<file path="src/rtl/biquad8_coeff_loader.sv">
// Coefficient bank and load sequencer for the biquad8 B-cascade DSP chain.
// The bank is shifted highest index first, then a single update strobe is issued.
module biquad8_coeff_loader #(
  parameter int NCOEFF   = 12,
  parameter int CWIDTH   = 18,
  parameter int ADDRBITS = 4
) (
  input  logic                clk,
  input  logic                rst,
  input  logic [ADDRBITS-1:0] cfg_addr_i,
  input  logic [CWIDTH-1:0]   cfg_dat_i,
  input  logic                cfg_wr_i,
  input  logic                start_i,
  output logic                busy_o,
  output logic                done_o,
  output logic                cfg_err_o,
  output logic [CWIDTH-1:0]   coeff_dat_o,
  output logic                coeff_wr_o,
  output logic                coeff_update_o
);

  typedef enum logic [2:0] {
    IDLE    = 3'd0,
    PRESENT = 3'd1,
    HOLD    = 3'd2,
    UPDATE  = 3'd3,
    FIN     = 3'd4
  } state_t;

  localparam logic [ADDRBITS-1:0] LAST_IDX = ADDRBITS'(NCOEFF - 1);

  state_t              state;
  logic [ADDRBITS-1:0] idx;
  logic [CWIDTH-1:0]   bank [NCOEFF] = '{default: '0};

  logic                addr_ok;
  logic                wr_ok;
  logic                wr_bad;
  logic                start_ok;
  logic [CWIDTH-1:0]   first_word;

  // Write legality, start acceptance and same-cycle write forwarding for the first word
  always_comb begin
    addr_ok  = (32'(cfg_addr_i) < 32'(NCOEFF));
    wr_ok    = cfg_wr_i && (state == IDLE) && addr_ok;
    wr_bad   = cfg_wr_i && !wr_ok;
    start_ok = start_i && (state == IDLE);
    if (wr_ok && (cfg_addr_i == LAST_IDX)) begin
      first_word = cfg_dat_i;
    end else begin
      first_word = bank[LAST_IDX];
    end
  end

  // Coefficient bank storage; contents survive reset
  always_ff @(posedge clk) begin
    if (wr_ok) begin
      bank[cfg_addr_i] <= cfg_dat_i;
    end
  end

  // Load sequencer with registered outputs
  always_ff @(posedge clk or posedge rst) begin
    if (rst) begin
      state          <= IDLE;
      idx            <= '0;
      busy_o         <= 1'b0;
      done_o         <= 1'b0;
      cfg_err_o      <= 1'b0;
      coeff_dat_o    <= '0;
      coeff_wr_o     <= 1'b0;
      coeff_update_o <= 1'b0;
    end else begin
      if (wr_bad) begin
        cfg_err_o <= 1'b1;
      end else if (start_ok) begin
        cfg_err_o <= 1'b0;
      end

      case (state)
        IDLE: begin
          done_o <= 1'b0;
          if (start_i) begin
            state       <= PRESENT;
            idx         <= LAST_IDX;
            coeff_dat_o <= first_word;
            coeff_wr_o  <= 1'b1;
            busy_o      <= 1'b1;
          end
        end
        PRESENT: begin
          coeff_wr_o <= 1'b0;
          state      <= HOLD;
        end
        HOLD: begin
          if (idx == '0) begin
            coeff_update_o <= 1'b1;
            state          <= UPDATE;
          end else begin
            // Bank is frozen while busy, so reading the next entry here is safe
            idx         <= idx - 1'b1;
            coeff_dat_o <= bank[idx - 1'b1];
            coeff_wr_o  <= 1'b1;
            state       <= PRESENT;
          end
        end
        UPDATE: begin
          coeff_update_o <= 1'b0;
          done_o         <= 1'b1;
          busy_o         <= 1'b0;
          state          <= FIN;
        end
        FIN: begin
          done_o <= 1'b0;
          state  <= IDLE;
        end
        default: begin
          state          <= IDLE;
          busy_o         <= 1'b0;
          done_o         <= 1'b0;
          coeff_wr_o     <= 1'b0;
          coeff_update_o <= 1'b0;
        end
      endcase
    end
  end

endmodule

</file>
<file path="config.mk">
export PLATFORM = sky130hd
export DESIGN_NAME = biquad8_coeff_loader
export DESIGN_NICKNAME = d
export VERILOG_FILES = /design/src/rtl/biquad8_coeff_loader.sv
export SDC_FILE = /design/constraint.sdc
export NUM_CORES = 1
export LEC_CHECK = 0
export ABC_AREA = 1
export CELL_PAD_IN_SITES_DETAIL_PLACEMENT = 2
export CELL_PAD_IN_SITES_GLOBAL_PLACEMENT = 2
export CORE_MARGIN = 2
export CORE_UTILIZATION = 39
export DETAILED_ROUTE_END_ITERATION = 6
export PLACE_DENSITY = 0.79
export SLEW_MARGIN = 20
export SYNTH_ARGS = -nofsm -noshare
export SYNTH_HDL_FRONTEND = slang
export SYNTH_SLANG_ARGS = --single-unit
</file>
<file path="constraint.sdc">
create_clock -name clk -period 3.8 [get_ports clk]
set_input_delay 0.38 -clock clk [delete_from_list [all_inputs] [get_ports clk]]
set_output_delay 0.38 -clock clk [all_outputs]
set_load 0.01 [all_outputs]
</file>
==> qor.txt <==
Run status: finished clean
Site row count: 61
Final period utilization: 0.725
Clk root buf: clkbuf_16
Sequential fraction of the synthesis area: 0.666
First-pass GRT wire length: 52600 um
Worst hold path class: in -> async
Num CTS Buffers: 29
NetSw: 3.74 mW
Final Slew Violations: 0
Total power per unit cell area: 750 nW/um^2
Antenna diode count: 0
Total track usage: 0.241
Worst setup EP type: register
Setup WS pre-CTS: 973 ps
Vias in the first global route: 8740
Worst vdd ir: 0.397 mV
Pleak: 5.26 nW
Avg WL per Cell: 21.8 um
Syn Inst Count: 1100
Post-route ant nets: 0
Post-DP HPWL: 20600 um
Comb pwr share: 0.380
GPL Wtd Cong: 0.761
WL final: 33700 um
Clock buffer depth: 3
Top post-synthesis cells by area: edfxtp_1 (60%), nand2_1 (13%), nand3_1 (7.8%)
Grt ovf: 0
Worst-Margin Slew: 1020 ps
H-tree depth: 1
Ys Warns: 0
Critical path type: reg -> reg
Fin util: 0.459
Synth cell types: 27
Syn-to-layout area delta: 16.7%
Switching power share of the total: 0.393
Final setup vio count: 0
Final-layout fill cell count: 2920
Post-synthesis register bit count: 246
Syn nets: 1127
Largest net degree at the start of global routing: 76
RSZ-0062 raised after global routing: false
Core Region: 27600 sq um
Vias: 7935
Vias/cell: 5.13
Worst setup margin: 1040 ps
Worst R2R Setup Slack: 1040 ps
F_max: 363 MHz
Clock Skew: 32.4 ps
Initial antenna violation count: 0
CTS tree: yes
# Max-Cap Violations: 0
Reg power frac: 0.344
IO Pins: 49
Critical Path AT: 3190 ps
Clk_lat worst skew: 570 ps
Worst-path clk slew: 60 ps
Cell taking the most area after synthesis: edfxtp_1
Mapped Avg Cell Area: 9.87 sq um
CTS Hold Bufs: 0
CP Max Fanout: 75
Initial Utilization: 0.393
Post-CTS Setup Bufs: 0
Clk sinks: 246
# DRC: 0
Minimum clock period: 2760 ps
Die height: 171 um
Worst EP required: 4230 ps
Setup_tns: 0 ps
Nets@finish: 1176
Post-synth top area share: 0.597
DR iter-0 viols: 481
P_int: 5.77 mW
Hold Violations, Final: 0
Post-CTS resize count: 0
Synthesized area: 10900 sq um
DIE WIDTH: 171 um
Die area: 29200 sq um
Critical Path Start Type: register
Headroom to the max-slew limit: 0.318
Share of cells above drive strength 1: 0.0693
Port bufs: 48
Drt first pass iters: 4
Clk network pwr share: 0.275
cells in the final DEF (no fill, tap or decap), types with 3 or more instances in the layout:
| master | count |
|---|---|
| clkinv_2 | 5 |
| nor2_2 | 4 |
| clkbuf_1 | 3 |
| edfxtp_1 | 216 |
| o21bai_1 | 18 |
| clkinv_1 | 11 |
| nand3_1 | 170 |
| nand2_1 | 389 |
| o21ai_0 | 7 |
| clkbuf_16 | 29 |
| inv_1 | 147 |
| clkdlybuf4s50_1 | 48 |
| buf_4 | 22 |
| dfrtp_1 | 29 |
| nor2_1 | 43 |
| nor2_4 | 7 |
state kept, by name, summed over array words and instances (netlist names):
register,count
coeff_update_o,1
state,3
busy_o,1
idx,4
coeff_wr_o,1
bank,216
coeff_dat_o,18
cfg_err_o,1
done_o,1
final cells by class:
cell class                 instances  area [sq um]  area share
tap                              378           473      0.0373
multi-input combinational        653          2880       0.227
clock buffer                      32           737      0.0581
sequential                       246          7240       0.571
inverter                         149           561      0.0442
timing repair buffer              70           646      0.0509
clock inverter                    19           139      0.0110
logic make-up (layout without fill, tap and decap cells):
logic type / Yosys count / count (layout) / synth area share
buffers and inverters: 201 / 270 / 0.0743
XOR/XNOR: 2 / 2 / 0.00300
AND/OR/NAND/NOR: 620 / 620 / 0.236
flip-flops: 246 / 246 / 0.666
AO/OA/AOI/OAI: 30 / 30 / 0.0189
adder cells (fa/ha/maj): 1 / 1 / 0.00115
worst max-delay path: stages, from the launching register on:
cell and delay (ps):
dfrtp_4 480, clkinv_2 60, buf_4 410, buf_4 770, nand2_1 150, nand3_1 120
nand3_1 160, nand3_1 130, nand2_1 160, nand2_1 90, nand2_1 40
worst paths after layout:
kind	from	depth (start not counted)	end
setup / recovery	idx[0]	10	coeff_dat_o[16]
hold / removal	rst	3	idx[0]
setup reg to reg	idx[0]	10	coeff_dat_o[16]
hold reg to reg	coeff_dat_o[16]	2	coeff_dat_o[16]
max in group asynchronous	rst	3	idx[0]
min in group clk	coeff_dat_o[16]	2	coeff_dat_o[16]
per-layer routing:
metal,wire length [um],share of wire,global-route usage
met4,788,0.023,0.0667
met5,0,0,0
met3,1080,0.032,0.0268
met2,17600,0.52,0.438
met1,14300,0.42,0.304
power groups by stage:
stage | Sequential [mW] | Combinational (mW) | Clock [mW]
after floorplan | 3.35 | 2.21 | 0
after global placement | 3.32 | 3.50 | 0
after detailed placement | 3.33 | 3.61 | 0
after CTS | 3.28 | 3.68 | 2.67
after global routing | 3.30 | 4.06 | 2.77
final | 3.27 | 3.61 | 2.62
synthesized netlist by cell type:
cell type,instances
a21oi_1,1
a22o_1,1
a22oi_1,2
buf_1,5
buf_2,18
buf_4,6
buf_6,1
clkbuf_1,22
dfrtp_1,30
edfxtp_1,216
ha_1,1
inv_1,148
inv_2,1
nand2_1,389
nand2_2,2
nand3_1,170
nand3_2,1
nor2_1,52
nor2_2,1
nor2_4,1
nor3_1,3
nor4_1,1
o21ai_0,7
o21bai_1,18
o22ai_1,1
xnor2_2,1
xor2_2,1
through the flow:
step	power, mW	area, sq um	hold WS, ps	instances
after floorplan	5.56	10900	471	1100
after global placement	6.82	11800	467	1496
after detailed placement	6.94	11800	469	1496
after CTS	9.63	12700	240	1547
after global routing	10.1	12700	277	1547
final	9.50	12700	231	1547
No activity file was read; power rests on OpenSTA's default activity.
